==> config.mk <==
export PLATFORM = sky130hd
export DESIGN_NAME = prog_loader
export DESIGN_NICKNAME = d
export VERILOG_FILES = /design/src/rtl/prog_loader_pkg.sv /design/src/rtl/prog_loader_uart_rx.sv /design/src/rtl/prog_loader.sv
export SDC_FILE = /design/constraint.sdc
export NUM_CORES = 1
export LEC_CHECK = 0
export BUFFER_PORTS_ARGS = -buffer_cell sky130_fd_sc_hd__clkbuf_2
export CAP_MARGIN = 15
export CELL_PAD_IN_SITES_DETAIL_PLACEMENT = 1
export CELL_PAD_IN_SITES_GLOBAL_PLACEMENT = 1
export CORE_UTILIZATION = 30
export CTS_CLUSTER_SIZE = 14
export DETAILED_ROUTE_END_ITERATION = 8
export PLACE_DENSITY = 0.67
export SLEW_MARGIN = 20
export SYNTH_ARGS = -nofsm -noshare
export SYNTH_HDL_FRONTEND = slang
export SYNTH_SLANG_ARGS = --single-unit
==> constraint.sdc <==
create_clock -name clk -period 2.01 [get_ports clk]
set_input_delay 0.5025 -clock clk [delete_from_list [all_inputs] [get_ports clk]]
set_output_delay 0.5025 -clock clk [all_outputs]
set_load 0.02 [all_outputs]
==> src/rtl/prog_loader_pkg.sv <==
// Shared definitions for the serial program loader.
// Contents: default clock/baud values, the frame sync byte, and the state
// enums for the frame FSM and the UART receiver.
package prog_loader_pkg;

  localparam int unsigned CLK_HZ_DEF = 50_000_000;
  localparam int unsigned BAUD_DEF   = 115_200;

  localparam logic [7:0] SYNC_BYTE = 8'hA5;

  typedef enum logic [2:0] {
    StIdle,
    StLen,
    StAddr,
    StData,
    StCsum,
    StDone
  } frame_state_e;

  typedef enum logic [1:0] {
    RxIdle,
    RxStart,
    RxData,
    RxStop
  } rx_state_e;

endpackage

==> src/rtl/prog_loader_uart_rx.sv <==
// 8N1 UART receiver with a 2-flop input synchronizer.
// Ports:
//   clk        - system clock, rising edge
//   rst        - asynchronous active-low reset
//   rx         - serial input, idle high, LSB first
//   byte_data  - received byte, valid while byte_valid is high
//   byte_valid - one-cycle strobe for a byte with a good stop bit
//   frame_err  - one-cycle strobe for a byte whose stop bit read 0
module uart_rx
  import prog_loader_pkg::*;
#(
  parameter int unsigned DIV = 434
) (
  input  logic       clk,
  input  logic       rst,
  input  logic       rx,
  output logic [7:0] byte_data,
  output logic       byte_valid,
  output logic       frame_err
);

  localparam int unsigned CW   = (DIV > 2) ? $clog2(DIV) : 1;
  localparam int unsigned HALF = (DIV / 2) - 1;

  logic      sync1_q, rx_s_q, rx_prev_q;
  rx_state_e state_q, state_d;
  logic [CW-1:0] cnt_q, cnt_d;
  logic [2:0] bit_q, bit_d;
  logic [7:0] shift_q, shift_d;
  logic       valid_q, valid_d;
  logic       ferr_q, ferr_d;

  // Synchronizer resets to the idle level so no false start follows reset.
  always_ff @(posedge clk or negedge rst) begin
    if (!rst) begin
      sync1_q   <= 1'b1;
      rx_s_q    <= 1'b1;
      rx_prev_q <= 1'b1;
    end else begin
      sync1_q   <= rx;
      rx_s_q    <= sync1_q;
      rx_prev_q <= rx_s_q;
    end
  end

  always_ff @(posedge clk or negedge rst) begin
    if (!rst) begin
      state_q <= RxIdle;
      cnt_q   <= '0;
      bit_q   <= '0;
      shift_q <= '0;
      valid_q <= 1'b0;
      ferr_q  <= 1'b0;
    end else begin
      state_q <= state_d;
      cnt_q   <= cnt_d;
      bit_q   <= bit_d;
      shift_q <= shift_d;
      valid_q <= valid_d;
      ferr_q  <= ferr_d;
    end
  end

  always_comb begin
    state_d = state_q;
    cnt_d   = cnt_q;
    bit_d   = bit_q;
    shift_d = shift_q;
    valid_d = 1'b0;
    ferr_d  = 1'b0;
    unique case (state_q)
      RxIdle: begin
        cnt_d = '0;
        if (rx_prev_q && !rx_s_q) state_d = RxStart;
      end
      RxStart: begin
        if (cnt_q == CW'(HALF)) begin
          cnt_d   = '0;
          bit_d   = '0;
          // A glitch that is high again at mid-bit re-arms the receiver.
          state_d = rx_s_q ? RxIdle : RxData;
        end else begin
          cnt_d = cnt_q + 1'b1;
        end
      end
      RxData: begin
        if (cnt_q == CW'(DIV - 1)) begin
          cnt_d   = '0;
          shift_d = {rx_s_q, shift_q[7:1]};
          bit_d   = bit_q + 3'd1;
          if (bit_q == 3'd7) state_d = RxStop;
        end else begin
          cnt_d = cnt_q + 1'b1;
        end
      end
      RxStop: begin
        if (cnt_q == CW'(DIV - 1)) begin
          cnt_d   = '0;
          state_d = RxIdle;
          valid_d = rx_s_q;
          ferr_d  = !rx_s_q;
        end else begin
          cnt_d = cnt_q + 1'b1;
        end
      end
      default: state_d = RxIdle;
    endcase
  end

  assign byte_data  = shift_q;
  assign byte_valid = valid_q;
  assign frame_err  = ferr_q;

endmodule

==> src/rtl/prog_loader.sv <==
// Serial program loader: receives framed bytes over UART and writes them to ROM.
// Frame: 0xA5, LEN, ADDR, LEN data bytes, CSUM = (LEN + ADDR + data) mod 256.
// Ports:
//   clk  - system clock, rising edge
//   rst  - asynchronous active-low reset
//   rx   - UART serial input
//   edit - programming-mode request, high for the duration of a frame
//   unit - ROM write address
//   code - ROM write data
//   send - one-cycle ROM write strobe
//   done - one-cycle pulse after a frame with a good checksum
//   err  - sticky fault flag, cleared by the next accepted sync byte
module prog_loader
  import prog_loader_pkg::*;
#(
  parameter int unsigned CLK_HZ      = CLK_HZ_DEF,
  parameter int unsigned BAUD        = BAUD_DEF,
  parameter int unsigned TIMEOUT_CYC = 16 * (CLK_HZ / BAUD)
) (
  input  logic       clk,
  input  logic       rst,
  input  logic       rx,
  output logic       edit,
  output logic [7:0] unit,
  output logic [7:0] code,
  output logic       send,
  output logic       done,
  output logic       err
);

  localparam int unsigned DIV = CLK_HZ / BAUD;
  localparam int unsigned TW  = $clog2(TIMEOUT_CYC + 1);

  logic [7:0] rx_byte;
  logic       byte_valid, frame_err;

  uart_rx #(
    .DIV(DIV)
  ) u_rx (
    .clk       (clk),
    .rst       (rst),
    .rx        (rx),
    .byte_data (rx_byte),
    .byte_valid(byte_valid),
    .frame_err (frame_err)
  );

  frame_state_e state_q, state_d;
  logic [7:0]   len_q, len_d;
  logic [7:0]   addr_q, addr_d;
  logic [7:0]   cnt_q, cnt_d;
  logic [7:0]   sum_q, sum_d;
  logic [TW-1:0] tmo_q, tmo_d;
  logic         edit_q, edit_d;
  logic         send_q, send_d;
  logic         done_q, done_d;
  logic         err_q, err_d;
  logic [7:0]   unit_q, unit_d;
  logic [7:0]   code_q, code_d;
  logic         in_frame;
  logic         abort;

  always_ff @(posedge clk or negedge rst) begin
    if (!rst) begin
      state_q <= StIdle;
      len_q   <= '0;
      addr_q  <= '0;
      cnt_q   <= '0;
      sum_q   <= '0;
      tmo_q   <= '0;
      edit_q  <= 1'b0;
      send_q  <= 1'b0;
      done_q  <= 1'b0;
      err_q   <= 1'b0;
      unit_q  <= '0;
      code_q  <= '0;
    end else begin
      state_q <= state_d;
      len_q   <= len_d;
      addr_q  <= addr_d;
      cnt_q   <= cnt_d;
      sum_q   <= sum_d;
      tmo_q   <= tmo_d;
      edit_q  <= edit_d;
      send_q  <= send_d;
      done_q  <= done_d;
      err_q   <= err_d;
      unit_q  <= unit_d;
      code_q  <= code_d;
    end
  end

  // Frame is open while waiting for LEN..CSUM; DONE is a one-cycle tail.
  assign in_frame = (state_q != StIdle) && (state_q != StDone);

  always_comb begin
    state_d = state_q;
    len_d   = len_q;
    addr_d  = addr_q;
    cnt_d   = cnt_q;
    sum_d   = sum_q;
    tmo_d   = tmo_q;
    edit_d  = edit_q;
    send_d  = 1'b0;
    done_d  = 1'b0;
    err_d   = err_q;
    unit_d  = unit_q;
    code_d  = code_q;
    abort   = 1'b0;

    unique case (state_q)
      StIdle: begin
        tmo_d = '0;
        if (byte_valid && rx_byte == SYNC_BYTE) begin
          state_d = StLen;
          edit_d  = 1'b1;
          err_d   = 1'b0;
        end
      end
      StLen: begin
        if (byte_valid) begin
          if (rx_byte == 8'd0) begin
            abort = 1'b1;
          end else begin
            len_d   = rx_byte;
            sum_d   = rx_byte;
            state_d = StAddr;
          end
        end
      end
      StAddr: begin
        if (byte_valid) begin
          addr_d  = rx_byte;
          sum_d   = sum_q + rx_byte;
          cnt_d   = '0;
          state_d = StData;
        end
      end
      StData: begin
        if (byte_valid) begin
          send_d = 1'b1;
          unit_d = addr_q;
          code_d = rx_byte;
          addr_d = addr_q + 8'd1;
          sum_d  = sum_q + rx_byte;
          cnt_d  = cnt_q + 8'd1;
          if ((cnt_q + 8'd1) == len_q) state_d = StCsum;
        end
      end
      StCsum: begin
        if (byte_valid) begin
          if (rx_byte == sum_q) begin
            state_d = StDone;
            done_d  = 1'b1;
          end else begin
            abort = 1'b1;
          end
        end
      end
      StDone: begin
        state_d = StIdle;
        edit_d  = 1'b0;
      end
      default: state_d = StIdle;
    endcase

    // Inter-byte gap watchdog, restarted by every received byte.
    if (in_frame) begin
      if (byte_valid) begin
        tmo_d = '0;
      end else if (tmo_q == TW'(TIMEOUT_CYC - 1)) begin
        abort = 1'b1;
      end else begin
        tmo_d = tmo_q + 1'b1;
      end
    end

    if (frame_err) begin
      err_d = 1'b1;
      if (in_frame) abort = 1'b1;
    end

    if (abort) begin
      state_d = StIdle;
      edit_d  = 1'b0;
      err_d   = 1'b1;
      send_d  = 1'b0;
      done_d  = 1'b0;
    end
  end

  assign edit = edit_q;
  assign unit = unit_q;
  assign code = code_q;
  assign send = send_q;
  assign done = done_q;
  assign err  = err_q;

endmodule

==> summary.txt, run 1 <==
Placement
  – Worst slack, placed: -193 ps
  – Routability congestion estimate: roughly 0.8
  – IO Port Bufs: 22
  – Placed Instances: 813
  – DP Area: a little under 6000 um^2
  – Post-DP HPWL: 10300 um

Floorplanning
  – Core box area: ~17000 um^2
  – Chip width: ~130 um
  – DIE AREA: around 18000 um^2
  – Starting density of the core: 0.308
  – Rows: 47
  – Die height: ~130 um
  – IO Count: 23

Worst setup path
  – Crit path DAT: 2330 ps
  – Reg2reg end: state_q[0]
  – R2R depth: 7
  – FF-to-FF Start: sum_q[3]
  – Startpoint class of the critical path: flip-flop
  – Critical Path RT: between 2000 and 2500 ps
  – Crit Path Max Fanout: 4
  – Critical-path cell list: ha_1 -> nor3_4 -> nand3_2 -> a22oi_2 -> and2b_2 -> a21bo_1 -> a32o_1
  – Nature of the critical path endpoint: flip-flop
  – Worst setup path category: reg -> reg
  – Largest stage delay on the critical path: approximately 410 ps
  – Setup slack, reg-to-reg: -80 ps
  – Crit-path slowest cell: dfrtp_1

Global route
  – Met1 Use GR: 0.211
  – GR Util met3: 0.0337
  – GRT busiest layer: met2
  – Global route total overflow: 0
  – Vias in the first global route: 4716
  – Pin count of the biggest net entering global routing: just over 40
  – Antenna violations before repair: 0
  – First-pass GRT wire length: approximately 24000 um
  – Total track usage: 0.175
  – GR Layer Usage met2: 0.309

Final layout
  – Ant. Diodes: 0
  – Final Net Count: ~630
  – Fin cells: approximately 840
  – Post-route cell area: approximately 6500 um^2
  – Sequential cell area: 2380 um^2
  – Layout cells sized above 1: 0.306
  – Filler cell count: 1881
  – Layout area overhead: 27.2%
  – Multi-input gate area: around 2800 um^2
  – Commonest non-fill, non-tap cell in the layout: dfrtp_1
  – Most frequent cells in the layout: dfrtp_1, buf_4, nand2_1
  – Final Core Density: 0.392

Timing
  – Rel. slew slack: 0.723
  – Tcrit/Tclk final: 1.04
  – Setup violators final: 3
  – Slew Viols, Final: 0
  – Endpoints failing hold: 0
  – Slew @ Worst Pin: 416 ps
  – RSZ-0062 raised after global routing: yes
  – Upper clock frequency limit: about 0.48 GHz
  – Post-route setup slack: -78.7 ps
  – Clock Skew: around 18 ps
  – Tmin final: 2090 ps

Clocking
  – Reg clk slew, reported paths: 70 ps
  – Num Clock Sinks: 95
  – Clk buf depth: 2
  – Root buf cell: clkbuf_16
  – Hold Buf Count CTS: 0
  – CTS tree: done
  – CTS H-tree depth: 3
  – TritonCTS Buffers: 9
  – Clk_lat worst skew: 360 ps

Synth
  – Number of synthesized register bits: between 90 and 100
  – Mapped Nets: approximately 540
  – Cells after Synth: roughly 520
  – Synthesized cell area: 5130 um^2
  – Seq/Total Area, Yosys: 0.464
  – Most used DFF post-synth: dfrtp_1
  – Unique masters post-synth: 69
  – Ys async rst share: 1.00
  – Yosys warnings: 0
  – Synth Area per Inst: between 9 and 10 um^2
  – Number of synthesized flops with an enable pin: 0

Power and ir drop
  – Static Leakage: around 3 nW
  – Worst vdd ir: approximately 410 uV
  – PnR Total Power: 3.73 mW
  – Cell Pwr Density: 571 nW/um^2

Drt
  – Vias per inst: 5.15
  – Remaining DRCs: 0
  – Wirelength per Cell: 17.5 um
  – Via Count: approximately 4300
  – Initial DRC Count: approximately 180
  – Initial DRT Pass Iterations: 4
  – Post-DRT Antenna Nets: 0
  – WL final: 14700 um

Run
  – Number of max-cap violations: 0

Min path
  – Hold Path Class: in -> async

Outcome
  – Outcome: finished, violations left
  – Failing checks: negative setup slack
registers in the layout, indices dropped and copies added (netlist names), 3 cells and up, named ones only:
register	flops
tmo_q	13
sum_q	8
unit	8
state_q	3
cnt_q	8
len_q	8
addr_q	8
u_rx.bit_q	3
u_rx.cnt_q	9
u_rx.byte_data	8
code	8
report_power, final:
| group | leakage (nW) | switching, mW | total [mW] | internal [mW] |
|---|---|---|---|---|
| Sequential | 1.31 | 0.0137 | 1.93 | 1.92 |
| Clock | 0.136 | 0.842 | 1.71 | 0.873 |
| Combinational | 1.52 | 0.0558 | 0.0788 | 0.0230 |
kinds of logic (layout without fill, tap and decap cells):
| family | after synthesis | in the layout | share of synthesized area |
|---|---|---|---|
| compound gates | 125 | 125 | 0.151 |
| xor+xnor | 22 | 22 | 0.0375 |
| fa+ha+maj | 17 | 17 | 0.0424 |
| buf+inv | 36 | 130 | 0.0368 |
| flops | 95 | 95 | 0.464 |
| mux | 41 | 41 | 0.0873 |
| simple gates | 188 | 188 | 0.181 |
stage by stage:
stage / hold WS [ps] / setup TNS [ps]
6_report: 57.8 / -118
5_1_grt: 74.8 / -681
4_1_cts: 62.4 / -86.9
3_5_place_dp: 351 / -879
3_3_place_gp: 347 / -358
2_1_floorplan: 207 / -27.1
repair_timing:
item,CTS,global route
endpoints found under the setup margin,11,27
resized for setup,21,21
buffers inserted,3,5
gates cloned,0,1
pin swaps,6,9
critical path: cells and delay by family, from the launching register on:
kind | cells | cell delay, ps
compound gates | 3 | 650
fa+ha+maj | 1 | 360
flops | 1 | 410
simple gates | 3 | 550
Yosys cell counts, types with 2 or more instances:
| library cell | number | area, um^2 |
|---|---|---|
| a2111oi_0 | 2 | 17.5 |
| clkbuf_8 | 3 | 41.3 |
| nand3b_1 | 4 | 30.0 |
| a31oi_1 | 3 | 18.8 |
| mux2_2 | 30 | 338 |
| nor3_1 | 7 | 35.0 |
| o21ai_0 | 48 | 240 |
| o22ai_1 | 5 | 31.3 |
| a32o_1 | 2 | 20.0 |
| xnor2_1 | 13 | 114 |
| a31o_2 | 2 | 17.5 |
| dfstp_2 | 3 | 78.8 |
| nand3_1 | 21 | 105 |
| and3_1 | 9 | 56.3 |
| o31ai_1 | 5 | 37.5 |
| nor2b_1 | 5 | 31.3 |
| inv_1 | 16 | 60.1 |
| xor2_1 | 9 | 78.8 |
| nor2_1 | 45 | 169 |
| a21oi_1 | 30 | 150 |
| a22o_1 | 3 | 26.3 |
| dfrtp_1 | 92 | 2300 |
| ha_1 | 15 | 188 |
| o21a_1 | 3 | 22.5 |
| a22oi_1 | 3 | 22.5 |
| mux2i_1 | 11 | 110 |
| nand4_1 | 5 | 31.3 |
| o211ai_1 | 2 | 15.0 |
| nand2_1 | 58 | 218 |
| and2_1 | 6 | 37.5 |
| buf_6 | 2 | 22.5 |
| or3_1 | 3 | 18.8 |
| clkbuf_1 | 10 | 37.5 |
| nor4_1 | 5 | 31.3 |
| nor3b_1 | 3 | 22.5 |
| a21o_1 | 3 | 22.5 |
| nand2b_1 | 5 | 31.3 |
| and4b_1 | 2 | 20.0 |
worst max-delay path by stage:
| stage | cells past startpoint | start | to |
|---|---|---|---|
| 6_report | 7 | sum_q[3] | state_q[0] |
| 5_1_grt | 7 | cnt_q[0] | state_q[0] |
| 4_1_cts | 7 | cnt_q[0] | state_q[0] |
| 3_5_place_dp | 7 | u_rx.byte_data[1] | state_q[0] |
| 3_3_place_gp | 7 | sum_q[1] | sum_q[7] |
| 2_1_floorplan | 7 | u_rx.byte_data[5] | state_q[0] |
layer usage:
layer,share of wire,routed length (um)
met3,0.022,318
met2,0.52,7600
met5,0,0
met1,0.45,6550
met4,0.013,190
area by class of cell:
class | instances | share of cell area
Tap cell | 220 | 0.0422
Inverter | 17 | 0.00978
Clock inverter | 6 | 0.00958
Multi-Input combinational cell | 393 | 0.429
Timing Repair Buffer | 97 | 0.109
Sequential cell | 95 | 0.365
Clock buffer | 10 | 0.0351
No activity file was read; power rests on OpenSTA's default activity.
==> run 2: changes to the inputs <==
==> constraint.sdc (replaced) <==
create_clock -name clk -period 1.9 [get_ports clk]
set_input_delay 0.475 -clock clk [delete_from_list [all_inputs] [get_ports clk]]
set_output_delay 0.475 -clock clk [all_outputs]
set_load 0.02 [all_outputs]
==> summary.txt, run 2 (synthesis results as in run 1) <==
Outcome
  – Outcome: finished, violations left
  – Failing checks: negative setup slack

Final layout
  – Layout cells sized above 1: 0.342
  – Commonest non-fill, non-tap cell in the layout: dfrtp_1
  – Most frequent cells in the layout: dfrtp_1, buf_4, nand2_1
  – Multi-input gate area: ~3000 um^2
  – Sequential cell area: ~2400 um^2
  – Ant. Diodes: 0
  – Largest regs: tmo_q (13), u_rx.cnt_q (9)
  – Layout area overhead: 32.7%
  – Filler cell count: ~1900
  – Final Core Density: 0.409
  – Final Net Count: ~640
  – Max reg flops: 13
  – Biggest register: tmo_q
  – Post-route cell area: between 6000 and 7000 um^2

Clocking
  – Clk buf depth: 2
  – TritonCTS Buffers: 9
  – Num Clock Sinks: between 90 and 100
  – CTS tree: done
  – Clk_lat worst skew: between 300 and 400 ps
  – CTS H-tree depth: 3
  – Reg clk slew, reported paths: around 80 ps
  – Root buf cell: clkbuf_16

Timing
  – RSZ-0062 raised after global routing: yes
  – Tmin final: ~2100 ps
  – Tcrit/Tclk final: 1.10
  – Clock Skew: approximately 14 ps
  – Total Negative Setup Slacks: -806 ps
  – Upper clock frequency limit: roughly 0.48 GHz
  – Setup violators final: 7
  – Slew @ Worst Pin: approximately 420 ps
  – Worst hold slack: just over 80 ps
  – Rel. slew slack: 0.717
  – Slew Viols, Final: 0
  – Post-route setup slack: -195 ps
  – Endpoints failing hold: 0

Drt
  – WL final: 14600 um
  – Vias per inst: 5.13
  – Initial DRC Count: roughly 200
  – Via Count: approximately 4300
  – Post-DRT Antenna Nets: 0
  – Initial DRT Pass Iterations: 4
  – Remaining DRCs: 0
  – Wirelength per Cell: 17.3 um

Min path
  – Hold Path Class: in -> async

Worst setup path
  – Worst setup path category: reg -> reg
  – Critical Path RT: between 2000 and 2500 ps
  – Nature of the critical path endpoint: flip-flop
  – Startpoint class of the critical path: flip-flop
  – Largest stage delay on the critical path: about 400 ps
  – Crit Path Max Fanout: 4
  – Crit path DAT: about 2400 ps
  – Setup slack, reg-to-reg: -200 ps
  – Critical-path cell list: ha_4 -> nand3_2 -> or3_4 -> a221oi_4 -> o2111ai_4 -> a21bo_1 -> a32o_1
  – Crit-path slowest cell: dfrtp_1

Placement
  – Routability congestion estimate: around 0.82
  – Post-DP HPWL: 10200 um
  – IO Port Bufs: 22
  – DP Area: roughly 6100 um^2

Power and ir drop
  – Cell Pwr Density: between 500 and 600 nW/um^2
  – Worst vdd ir: approximately 440 uV
  – Static Leakage: 3.06 nW

Run
  – Number of max-cap violations: 0

Global route
  – Total track usage: 0.173
  – Global route total overflow: 0
  – Vias in the first global route: roughly 4700
  – First-pass GRT wire length: approximately 24000 um
  – Pin count of the biggest net entering global routing: 54
  – Antenna violations before repair: 0

Floorplanning
  – DIE AREA: 17600 um^2
  – Die height: 133 um
  – Rows: 47
  – Starting density of the core: 0.308
  – Chip width: around 130 um
  – IO Count: 23
  – Core box area: around 17000 um^2
[run 2: cell types whose count changed in the layout (fill, tap and decap cells not counted), moves of 4 or more]
cell,previous run,this run
o21ai_0,45,41
mux2_4,0,9
ha_1,9,5
mux2_2,30,21
[run 2: cell type report]
type / instances / area share
multi-input combinational: 393 / 0.437
clock inverter: 4 / 0.00515
sequential: 95 / 0.350
inverter: 17 / 0.00974
timing repair buffer: 104 / 0.120
clock buffer: 12 / 0.0377
tap: 220 / 0.0404
[run 2: where the power goes]
| group | total (mW) | switching [mW] | internal [mW] | leakage [nW] |
|---|---|---|---|---|
| logic | 0.0984 | 0.0643 | 0.0341 | 1.61 |
| clock network | 1.81 | 0.832 | 0.974 | 0.144 |
| registers | 2.05 | 0.0155 | 2.03 | 1.31 |
| total | 3.95 | 0.912 | 3.04 | 3.06 |
[run 2: repair_timing]
action                     4_1_cts  5_1_grt
resized for setup               34       49
setup buffers                    5        6
setup endpoints to repair       22       42
cloned                           0        0
pin swaps                       12        8
hold buffers                     0        0
[run 2: final timing paths]
kind,cells past startpoint,end,startpoint
max in group asynchronous,2,u_rx.sync1_q,rst
worst max-delay path,7,state_q[0],cnt_q[1]
worst min register to register,0,u_rx.rx_s_q,u_rx.sync1_q
min in group clk,1,u_rx.sync1_q,rx
worst min-delay path,2,tmo_q[3],rst
worst max register to register,7,state_q[0],cnt_q[1]
[run 2: worst max-delay path: cells and delay by family (launching register included)]
kind | cells | cell delay (ps)
DFF | 1 | 410
adders and majority gates | 1 | 180
and+or+nand+nor | 2 | 460
AOI/OAI and AO/OA | 4 | 940
[run 2: layer usage]
| layer | global-route usage | part of all wire | wire length, um | up-vias |
|---|---|---|---|---|
| met5 | 0 | 0 | 0 | - |
| met1 | 0.210 | 0.46 | 6640 | 2212 |
| met3 | 0.0341 | 0.022 | 327 | 14 |
| met4 | 0.0511 | 0.013 | 190 | 0 |
| met2 | 0.306 | 0.51 | 7430 | 42 |
| li1 | - | - | - | 2070 |
[run 2: through the flow]
step | std cells | power (mW) | worst slack, ps
2_1_floorplan | 524 | 2.11 | -137
5_1_grt | 845 | 4.09 | -328
3_5_place_dp | 819 | 2.18 | -263
3_3_place_gp | 819 | 2.17 | -210
4_1_cts | 840 | 4.01 | -195
6_report | 845 | 3.95 | -195
